<file path="config.mk">
export PLATFORM = sky130hd
export DESIGN_NAME = seq_det_arbiter
export DESIGN_NICKNAME = d
export VERILOG_FILES = /design/src/rtl/seq_det_arbiter.sv
export SDC_FILE = /design/constraint.sdc
export NUM_CORES = 1
export LEC_CHECK = 0
export ABC_CLOCK_PERIOD_IN_PS = 3000
export CAP_MARGIN = 20
export CORE_ASPECT_RATIO = 1.5
export CORE_MARGIN = 2
export CORE_UTILIZATION = 51
export DETAILED_ROUTE_END_ITERATION = 16
export PLACE_DENSITY_LB_ADDON = 0.2
export REMOVE_ABC_BUFFERS = 1
export SYNTH_ARGS = -nofsm -noshare
export SYNTH_HDL_FRONTEND = slang
export SYNTH_SLANG_ARGS = --single-unit
</file>
<file path="constraint.sdc">
create_clock -name clk -period 3 [get_ports clk]
set_input_delay 0.3 -clock clk [delete_from_list [all_inputs] [get_ports clk]]
set_output_delay 0.3 -clock clk [all_outputs]
set_load 0.005 [all_outputs]
</file>
<file path="src/rtl/seq_det_arbiter.sv">
// seq_det_arbiter: round-robin scheduler that time-shares one external
// bit-serial 1101 sequence detector between NREQ serial requesters.
// Each grant opens a FRAME_LEN-bit window. The detector is reset just
// before the window, the granted stream is replayed on det_x, and det_y
// hits are counted.
//
// Ports:
//   clk       system clock, rising edge
//   rst       asynchronous active-low reset
//   req       per-requester request (level)
//   bit_in    per-requester serial data bit
//   hit_clr   synchronous clear of hit_vec
//   det_y     detector match output
//   det_x     serial bit to detector (registered; shows bit k in cycle k+1)
//   det_rst   active-low detector reset; low during the ARB cycle only
//   gnt       one-hot grant; non-zero only while streaming
//   gnt_idx   index of current/last grant
//   busy      high whenever the FSM is not IDLE
//   done      one-cycle pulse in the cycle after REPORT
//   win_hits  hit count of the last completed window; held until next done
//   hit_vec   sticky per-channel "window had hits" flags
//   state_out FSM state encoding
module seq_det_arbiter #(
  parameter int unsigned NREQ      = 4,
  parameter int unsigned IW        = 2,
  parameter int unsigned FRAME_LEN = 8,
  parameter int unsigned HCW       = 4
) (
  input  logic            clk,
  input  logic            rst,
  input  logic [NREQ-1:0] req,
  input  logic [NREQ-1:0] bit_in,
  input  logic            hit_clr,
  input  logic            det_y,
  output logic            det_x,
  output logic            det_rst,
  output logic [NREQ-1:0] gnt,
  output logic [IW-1:0]   gnt_idx,
  output logic            busy,
  output logic            done,
  output logic [HCW-1:0]  win_hits,
  output logic [NREQ-1:0] hit_vec,
  output logic [1:0]      state_out
);

  localparam int unsigned BCW = (FRAME_LEN > 1) ? $clog2(FRAME_LEN) : 1;

  typedef enum logic [1:0] {
    IDLE   = 2'b00,
    ARB    = 2'b01,
    STREAM = 2'b10,
    REPORT = 2'b11
  } state_t;

  state_t          state_q;
  state_t          state_d;
  logic [BCW-1:0]  bit_cnt_q;
  logic [HCW-1:0]  hit_cnt_q;
  logic [HCW-1:0]  hit_next_c;
  logic            hit_sample_c;
  logic [IW-1:0]   sel_idx_c;
  logic            sel_found_c;
  logic [IW-1:0]   cand_c;
  logic [NREQ-1:0] hit_vec_c;

  assign state_out = state_q;

  // Round-robin search starting just after the last grant, wrapping mod NREQ.
  always_comb begin
    sel_found_c = 1'b0;
    sel_idx_c   = gnt_idx;
    cand_c      = '0;
    for (int unsigned k = 1; k <= NREQ; k++) begin
      cand_c = IW'((32'(gnt_idx) + k) % NREQ);
      if (!sel_found_c && req[cand_c]) begin
        sel_found_c = 1'b1;
        sel_idx_c   = cand_c;
      end
    end
  end

  // Next-state logic.
  always_comb begin
    state_d = state_q;
    case (state_q)
      IDLE:    if (|req) state_d = ARB;
      ARB:     state_d = sel_found_c ? STREAM : IDLE;
      STREAM:  if (bit_cnt_q == BCW'(FRAME_LEN - 1)) state_d = REPORT;
      REPORT:  state_d = (|req) ? ARB : IDLE;
      default: state_d = IDLE;
    endcase
  end

  // det_y is valid from STREAM cycle 1 through REPORT: one cycle for the
  // registered det_x, the detector output follows combinationally.
  always_comb begin
    hit_sample_c = ((state_q == STREAM) && (bit_cnt_q != '0)) || (state_q == REPORT);
    hit_next_c   = hit_cnt_q;
    if (hit_sample_c && det_y && (hit_cnt_q != HCW'(FRAME_LEN)))
      hit_next_c = hit_cnt_q + HCW'(1);
  end

  // Sticky hit flags: clear first so a same-cycle REPORT set wins.
  always_comb begin
    hit_vec_c = hit_clr ? '0 : hit_vec;
    if ((state_q == REPORT) && (hit_next_c != '0))
      hit_vec_c[gnt_idx] = 1'b1;
  end

  // FSM state register.
  always_ff @(posedge clk or negedge rst) begin
    if (!rst) state_q <= IDLE;
    else      state_q <= state_d;
  end

  // Datapath and registered outputs.
  always_ff @(posedge clk or negedge rst) begin
    if (!rst) begin
      gnt       <= '0;
      gnt_idx   <= IW'(NREQ - 1);
      det_rst   <= 1'b1;
      det_x     <= 1'b0;
      busy      <= 1'b0;
      done      <= 1'b0;
      win_hits  <= '0;
      hit_vec   <= '0;
      bit_cnt_q <= '0;
      hit_cnt_q <= '0;
    end else begin
      det_rst <= (state_d != ARB);
      busy    <= (state_d != IDLE);
      done    <= (state_q == REPORT);
      det_x   <= (state_q == STREAM) ? bit_in[gnt_idx] : 1'b0;
      hit_vec <= hit_vec_c;

      if (state_d != STREAM)     gnt <= '0;
      else if (state_q == ARB)   gnt <= NREQ'(1) << sel_idx_c;

      if ((state_q == ARB) && sel_found_c) gnt_idx <= sel_idx_c;

      if (state_q == ARB) begin
        bit_cnt_q <= '0;
        hit_cnt_q <= '0;
      end else begin
        if (state_q == STREAM) bit_cnt_q <= bit_cnt_q + BCW'(1);
        hit_cnt_q <= hit_next_c;
      end

      if (state_q == REPORT) win_hits <= hit_next_c;
    end
  end

endmodule

</file>
# After elaboration in Yosys (flattened, before gate mapping)
# Cells that the tools add are included.
word_totals:
  latchBits: 0
  output_inout_bits: 20
  ramBits: 0
  ff_bits: 27
  rom_bits: 0
  memories: 0
op_classes:
  mux: 34
  n_mul: 0
  eq_ne: 7
  n_addsub: 6
  n_lt_le_gt_ge: 6
  shifts: 1
  div_mod_pow: 0
  n_bitwise: 1
  n_reduce_logical: 20
ops:
  columns: ["cell", "count"]
  rows:
  - ["$mux W4", 6]
  - ["$lt A2 B3 Y1 const B", 5]
  - ["$mux W2", 7]
  - ["$mux W1", 12]
  - ["$bmux W1 S2", 5]
  - ["$logic_and A1 B1 Y1", 9]
  - ["$pmux W2 S4", 1]
  - ["$mux W3", 2]
  - ["$reduce_bool A2 Y1", 3]
  - ["$add A2 B1 Y2 const B", 2]
  - ["$add A2 B2 Y2 const B", 2]
  - ["$add A4 B1 Y4 const B", 1]
  - ["$eq A2 B2 Y1 const B", 2]
  - ["$ne A4 B4 Y1 const B", 1]
  - ["$or A4 B4 Y4", 1]
  - ["$reduce_bool A4 Y1", 1]
  - ["$reduce_or A4 Y1", 1]
  - ["$shl A1 B2 Y4 const A", 1]
  - ["$add A3 B1 Y3 const B", 1]
  - ["$eq A3 B3 Y1 const B", 1]
  - ["$logic_not A1 Y1", 3]
  - ["$reduce_bool A3 Y1", 1]
  - ["$demux W1 S2", 1]
  - ["$eq A2 B1 Y1 const B", 1]
  - ["5 further kinds", 5]

# Depth between registers and ports, before layout
# Gate-level depths: netlist of the first run.
depth:
  depth_word: 17
  mapped_depth: 9
  mapped_depth_nobuf: 7

# Least setup slack after synthesis of the first run
# Ideal clock, no wire load.
synth_path:
  kind: "reg-to-reg"
  startpoint: "register gnt_idx[0]"
  endpoint: "register gnt[0]"
  n_path_buf: 2
  arrival_time_ns: 2.363
  setup_ns: 0.121
  stages_incl_launch_ff: 10
  path_slack_ns: 0.516
  required_ns: 2.879
  cell_sequence: "dfstp_2 > buf_2 > inv_1 > ha_1 > buf_2 > mux2_2 > a22oi_1 > nand3_1 > nor3b_2 > a22o_2"
synth_between:
  elab_chain_len: 17
  elab_cells_between_ends: 33
  cone_classes: "add/sub (4); eq/ne (1); shift (1); mux (20); reduce/logical (7)"
synth_rtl:
  columns: ["element", "line", "rtl"]
  rows:
  - ["start: declaration", "38", "output logic [IW-1:0] gnt_idx,"]
  - ["start signal: assignment", "120", "gnt_idx <= IW'(NREQ - 1);"]
  - ["start signal: assignment", "139", "if ((state_q == ARB) && sel_found_c) gnt_idx <= sel_idx_c;"]
  - ["$add A2 B1 Y2", "74", "cand_c = IW'((32'(gnt_idx) + k) % NREQ);"]
  - ["$bmux W1 S2", "75", "if (!sel_found_c && req[cand_c]) begin"]
  - ["$mux W1 (not written as such)", "75", null]
  - ["$mux W1", "75", null]
  - ["$logic_not A1 Y1", "75", null]
  - ["$logic_and A1 B1 Y1", "75", null]
  - ["$mux W1", "75", null]
  - ["$logic_not A1 Y1", "75", null]
  - ["$logic_and A1 B1 Y1", "75", null]
  - ["$mux W1", "75", null]
  - ["$logic_not A1 Y1", "75", null]
  - ["$logic_and A1 B1 Y1", "75", null]
  - ["$mux W1", "75", null]
  - ["$mux W2", "87", "ARB: state_d = sel_found_c ? STREAM : IDLE;"]
  - ["$pmux W2 S4", "85", "case (state_q)"]
  - ["$ne A2 B2 Y1", "136", "if (state_d != STREAM) gnt <= '0;"]
  - ["$mux W4 or $reduce_bool A2 Y1 (tied branches)", null, null]
  - ["end signal: assignment", "137", "else if (state_q == ARB) gnt <= NREQ'(1) << sel_idx_c;"]
  - ["end: declaration", "37", "output logic [NREQ-1:0] gnt,"]
# Several ways; a longest one is shown, not always the timed one. The select of a mux whose other input is x is not followed.
# A chain may end at the register's enable or synchronous reset.

# Final worst setup path of the first run
layout_path:
  startpoint: "register gnt_idx[1]"
  endpoint: "register gnt[0]"
# Same word-level chain as after synthesis.

==> results of run 1 <==
-- flip-flops by register name (all words and copies together), names as in the netlist --
signal,count
hit_vec,4
state_out,2
det_rst,1
gnt,4
det_x,1
win_hits,4
busy,1
gnt_idx,2
done,1
hit_cnt_q,4
bit_cnt_q,3
-- where the power goes --
part	total, W	internal [W]	leakage, nW	switching [W]
sequential	0.000600	0.000504	0.346	0.0000959
clock	0.000212	0.0000944	0.0217	0.000118
combinational	0.00108	0.000522	0.503	0.000558
total	0.00189	0.00112	0.870	0.000771
-- routing by layer --
layer	routed length [um]	vias up	global-route usage
met3	89	6	0.03049
met2	1859	32	0.3596
met4	55	0	0.07099
li1	-	630	-
met1	1428	631	0.2480
met5	0	-	0
-- critical path: cells and delay by family, from the launching register on --
family	cells	cell delay [ns]
DFF	1	0.66
adders and majority gates	1	0.47
AOI/OAI and AO/OA	2	0.44
muxes	1	0.38
and+or+nand+nor	2	0.34
buffers and inverters	1	0.10
-- cell type report --
type                    instances  share of cell area
multi-input cells             115              0.4216
well taps                      40             0.02488
repair buffers                 34              0.1654
clock inverters                 1            0.003731
clock buffers                   3             0.02052
flip-flops and latches         27              0.3377
inverters                      14             0.02612
-- layout by cell type (no fill, tap or decap), drive strengths merged, types with 4 or more instances in the layout --
| cell type | instances |
|---|---|
| inv | 14 |
| mux2 | 5 |
| a22o | 4 |
| dfrtp | 24 |
| a21oi | 8 |
| o21ai | 10 |
| clkdlybuf4s50 | 31 |
| nor3 | 5 |
| o22ai | 5 |
| ha | 13 |
| nand2 | 10 |
| nand3 | 6 |
| mux2i | 4 |
| nor3b | 4 |
| nor2 | 16 |
-- worst paths after layout --
path / end / slack (ns) / depth (start not counted) / start
worst max-delay path: gnt[0] / 0.51 / 7 / gnt_idx[1]
worst min register to register: gnt[0] / 0.52 / 1 / gnt[0]
max in group asynchronous: det_rst / 2.30 / 2 / rst
min in group clk: gnt[0] / 0.52 / 1 / gnt[0]
worst min-delay path: win_hits[3] / 0.39 / 2 / rst
worst max register to register: gnt[0] / 0.51 / 7 / gnt_idx[1]
-- kinds of logic (layout without fill, tap and decap cells) --
family / count (synthesis) / count (layout) / synth area share
AOI/OAI and AO/OA: 34 / 34 / 0.1342
xor gates and xnor gates: 2 / 2 / 0.01074
adders and majority gates: 13 / 13 / 0.09970
buffers and inverters: 22 / 52 / 0.06364
DFF: 27 / 27 / 0.4164
muxes: 11 / 11 / 0.09126
and+or+nand+nor: 55 / 55 / 0.1841
-- stage by stage --
step | hold WS [ns] | utilization
2_1_floorplan | 0.004409 | -
3_3_place_gp | 0.4909 | 0.6339
3_5_place_dp | 0.4913 | 0.6339
4_1_cts | 0.4129 | 0.6497
5_1_grt | 0.4378 | 0.6497
6_report | 0.3901 | 0.6497
==> run summary, run 1 <==
• outcome: complete, no violations
• worst slew margin relative to its limit: 0.7258
• DRC Markers: 0
• data required time at the worst endpoint: 3.17 ns
• RSZ-0062 raised after global routing: no
• number of routed nets with antenna violations: 0
• floorplan die width: 50.18 um
• Multi-input gate area: 848.3 sq um
• initial cell density of the core: 0.5269
• via count of the first global-routing pass: 1252
• ratio of final minimum period to clock period: 0.8314
• number of standard cells after synthesis: 164
• detailed-placement wirelength estimate: 2615 um
• First-pass DRT Iterations: 5
• commonest cells in the netlist: sky130_fd_sc_hd__dfrtp_1 (24), sky130_fd_sc_hd__nor2_1 (15), sky130_fd_sc_hd__inv_1 (14), sky130_fd_sc_hd__ha_1 (13), sky130_fd_sc_hd__nand2_1 (10)
• net count of the finished layout: 220
• global routing usage summed across all routing layers: 0.2030
• cell with the most instances after synthesis: sky130_fd_sc_hd__dfrtp_1
• PortBufs: 31
• number of diodes added for antenna fixing: 0
• share of layout cells above drive strength 1: 0.1392
• total count of max-transition violations in the final report: 0
• CTS H-tree lvls: 1
• Max VDD drop: 0.6886 mV
• standard cell area after detailed placement: 0.001963 sq mm
• post-synth design cell area: 0.001632 sq mm
• distinct cell type count after synthesis: 44
• type of destination of the critical path: flop
• highest fanout seen on the critical path: 11
• worst slew pin tran: 0.4088 ns
• drt total wl: 3433 um
• Sequential cell area: 679.4 sq um
• placement row count: 25
• first-iteration detailed-routing DRC count: 28
• fraction of post-synthesis cell area in the top cell type by area: 0.3681
• main area contributors after synthesis: sky130_fd_sc_hd__dfrtp_1 (37%), sky130_fd_sc_hd__ha_1 (10%), sky130_fd_sc_hd__dfstp_2 (4.8%), sky130_fd_sc_hd__nor2_1 (3.5%), sky130_fd_sc_hd__inv_1 (3.2%)
• number of gates resized after cts: 0
• number of instances in the placed design: 230
• post-detailed-route via-to-cell ratio: 5.551
• clock input transition at the sequential cells of the worst setup and hold paths: 0.10 ns
• crit-path max cell delay: 0.66 ns
• worst-case clock buffer depth: 2
• final critical delay including setup and external delays: 2.494 ns
• prevailing post-synth register cell: sky130_fd_sc_hd__dfrtp_1
• Synth area leader: sky130_fd_sc_hd__dfrtp_1
• clock network latency to the later pin of the worst-skew pair: 0.28 ns
• floorplan die height: 73.27 um
• pin count of the biggest net entering global routing: 28
• PnR worst setup slack: 0.5058 ns
• CORE AREA: 0.003097 sq mm
• EDFF count, synth: 0
• pwr/cell area: 939.9 mW/mm^2
• worst path arrival time: 2.66 ns
• Inserted Clock Buffers: 3
• number of fill cells: 250
• TritonCTS clock tree: built
• hold violation total from the final report: 0
• number of ports placed on the die boundary: 32
• area enclosed by the die boundary: 0.003677 sq mm
• cell with the largest stage delay on the worst path: sky130_fd_sc_hd__dfstp_2
• global placer's final weighted congestion: 0.7903
• critical path, cell by cell: inv_1 > ha_1 > mux2_2 > a22oi_1 > nand3_1 > nor3b_2 > a22o_2
• total negative setup slack: 0 ns
• Place WS: 0.5332 ns
• kind of critical path: flop to flop
• antenna violations before repair: 0
• # Post-CTS Setup Buffers: 0
• root buffer selected by CTS: sky130_fd_sc_hd__clkbuf_8
• Seq/Total Area, Yosys: 0.4164
• total overflow reported by the global router: 0
• routed wire length per instance: 14.67 um
• number of warning messages in the yosys log: 0
• worst clock skew on the final layout: 0.005987 ns
• first-pass GRT wire length: 5733 um
• clk sinks: 27
• average footprint of a synthesized cell: 9.949 sq um
• total number of vias: 1299
• post-synthesis register bit count: 27
• async set-or-reset flop fraction in the synthesized netlist: 1.000
• worst min-delay path class: input pin to async pin
• total leakage power: 0.8699 nW
• summed area of non-filler cells in the final layout: 0.002012 sq mm
• highest achievable clock rate: 0.4009 GHz
• total of max-cap violations: 0
• total of endpoints with negative setup slack in the final report: 0
• synth-to-layout area growth: 23.31%
• startpoint type of the worst setup path: flop
• Non-Filler Instances: 234
• overall power: 0.001891 W
• quantity of hold-fixing buffers added after cts: 0
No activity file was read; power rests on OpenSTA's default activity.
==> run 2, diff against run 1 <==
- ABC_CLOCK_PERIOD_IN_PS: 3000 -> 2480
- clock period: 3 -> 2.48 ns (I/O delays scaled with it)
==> run 2 against run 1 <==
  * Global-route usage grew 0.82 points
  * Combinational power grew 26%
  * Worst hold slack got worse by 0.043 ns
  * Sequential share of layout area is 0.19 points lower
  * Clock skew grew 0.00099 ns
  * Fmax grew 11%
  * Critical path type unchanged
  * Highest routed layer unchanged
==> run summary, run 2 (same netlist as run 1, synthesis figures left out) <==
• outcome: complete, no violations
• area enclosed by the die boundary: 0.003677 sq mm, unchanged
• number of routed nets with antenna violations: 0, unchanged
• kind of critical path: flop to flop
• CTS H-tree lvls: 1, unchanged
• most frequent standard cell in the layout excluding fill and tap cells: sky130_fd_sc_hd__clkdlybuf4s50_1
• final critical delay including setup and external delays: 2.242 ns, -0.2522 ns
• clock network latency to the later pin of the worst-skew pair: 0.27 ns, about the same
• quantity of hold-fixing buffers added after cts: 0, unchanged
• initial cell density of the core: 0.5269, unchanged
• highest fanout seen on the critical path: 4, -7
• flop2flop setup slack: 0.24 ns, -0.27 ns
• First-pass DRT Iterations: 4, -1
• crit-path max cell delay: 0.53 ns, -0.13 ns
• total overflow reported by the global router: 0, unchanged
• floorplan die height: 73.27 um, unchanged
• worst-case clock buffer depth: 2, unchanged
• via count of the first global-routing pass: 1353, +8.1%
• detailed-placement wirelength estimate: 2575 um, -1.5%
• first-iteration detailed-routing DRC count: 55, +96%
• Crit Reg-Reg Startpoint: gnt_idx[0]
• worst slew margin relative to its limit: 0.7457, +0.01989
• DRC Markers: 0, unchanged
• total negative setup slack: 0 ns, unchanged
• highest-count cells in the layout ignoring fill and taps: sky130_fd_sc_hd__clkdlybuf4s50_1 (31), sky130_fd_sc_hd__dfrtp_1 (24), sky130_fd_sc_hd__nor2_1 (15)
• worst min-delay path class: input pin to async pin
• reg-to-reg critical path endpoint: gnt[0]
• root buffer selected by CTS: sky130_fd_sc_hd__clkbuf_8
• number of diodes added for antenna fixing: 0, unchanged
• # Post-CTS Setup Buffers: 0, unchanged
• first-pass GRT wire length: 6058 um, +5.7%
• Max VDD drop: 0.6110 mV, -11%
• RSZ-0062 raised after global routing: no
• pin count of the biggest net entering global routing: 28, unchanged
• post-detailed-route via-to-cell ratio: 5.653, +1.8%
• clk sinks: 27, unchanged
• TritonCTS clock tree: built
• CORE AREA: 0.003097 sq mm, unchanged
• global placer's final weighted congestion: 0.8410, +6.4%
• PortBufs: 31, unchanged
• routed wire length per instance: 14.19 um, -3.3%
• share of layout cells above drive strength 1: 0.1429, +0.003682
• cell with the largest stage delay on the worst path: sky130_fd_sc_hd__dfstp_2
• startpoint type of the worst setup path: flop
• global routing usage summed across all routing layers: 0.2112, +0.008190
• total of endpoints with negative setup slack in the final report: 0, unchanged
• clock input transition at the sequential cells of the worst setup and hold paths: 0.09 ns, about the same
• critical path, cell by cell: inv_1 > ha_1 > mux2_2 > a22oi_1 > nand3_1 > nor3b_2 > a22o_2
• highest achievable clock rate: 0.4460 GHz, +11%
• ratio of final minimum period to clock period: 0.9040, +0.07263
• total number of vias: 1334, +2.7%
• Inserted Clock Buffers: 3, unchanged
• number of ports placed on the die boundary: 32, unchanged
• number of buffers and inverters on the critical path: 1, unchanged
• net count of the finished layout: 222, +0.91%
• worst clock skew on the final layout: 0.006980 ns, +0.0009925 ns
• pwr/cell area: 1141 mW/mm^2, +21%
• worst path arrival time: 2.41 ns, -0.25 ns
• synth-to-layout area growth: 24.00%
• floorplan die width: 50.18 um, unchanged
• total count of max-transition violations in the final report: 0, unchanged
• number of gates resized after cts: 0, unchanged
• Top Family by Delay on Critical Path: flip-flops
• depth of the worst register-to-register path: 7, unchanged
• antenna violations before repair: 0, unchanged
• drt total wl: 3349 um, -2.4%
• total of max-cap violations: 0, unchanged
• placement row count: 25, unchanged
• total leakage power: 0.8808 nW, +1.3%
• data required time at the worst endpoint: 2.65 ns, -0.52 ns
• hold violation total from the final report: 0, unchanged
• Worst Hold Slack: 0.3476 ns, -0.04250 ns
• worst slew pin tran: 0.3792 ns, -0.02966 ns
• type of destination of the critical path: flop
## run 2: worst register-to-register path, delay by kind of cell, from the launching register on
family / cells / cell delay (ns)
flops: 1 / 0.53
compound gates: 2 / 0.47
simple gates: 2 / 0.39
mux: 1 / 0.35
fa+ha+maj: 1 / 0.34
buf+inv: 1 / 0.06
## run 2: worst max-delay path by stage
stage	from	end	slack (ns)	cells after the start
2_1_floorplan	gnt_idx[0]	gnt[0]	0.08	7
3_3_place_gp	gnt_idx[0]	gnt[0]	0.30	7
3_5_place_dp	gnt_idx[0]	gnt[0]	0.26	7
4_1_cts	gnt_idx[0]	gnt[0]	0.26	7
5_1_grt	gnt_idx[0]	gnt[0]	0.12	7
6_report	gnt_idx[0]	gnt[0]	0.24	7
## run 2: per-stage QoR
stage	power (W)	instances	instance area (sq um)	setup WS, ns	utilization
6_report	0.002308	236	2023	0.2380	0.6533
5_1_grt	0.002519	236	2023	0.1248	0.6533
4_1_cts	0.002321	236	2023	0.2628	0.6533
3_5_place_dp	0.002073	232	1978	0.2596	0.6388
3_3_place_gp	0.002023	232	1978	0.2955	0.6388
2_1_floorplan	0.001548	156	1580	0.08239	-
## run 2: layout make-up
| type | instances | area (sq um) |
|---|---|---|
| fillers | 243 | 1074 |
| clock buffers | 4 | 45.04 |
| flip-flops and latches | 27 | 679.4 |
| inverters | 14 | 52.55 |
| multi-input cells | 115 | 848.3 |
| well taps | 40 | 50.05 |
| repair buffers | 36 | 347.8 |
## run 2: layer usage
metal  share of wire  vias to the layer above  track usage
met3           0.029                        6      0.01829
met1            0.40                      656       0.2467
met4           0.016                        0      0.08333
li1                -                      636            -
met2            0.56                       36       0.3918
met5               0                        -            0
## run 2: where the power goes
group	switching [W]	internal, W
combinational	0.000706	0.000657
sequential	0.0000936	0.000608
clock	0.000129	0.000115
total	0.000929	0.00138
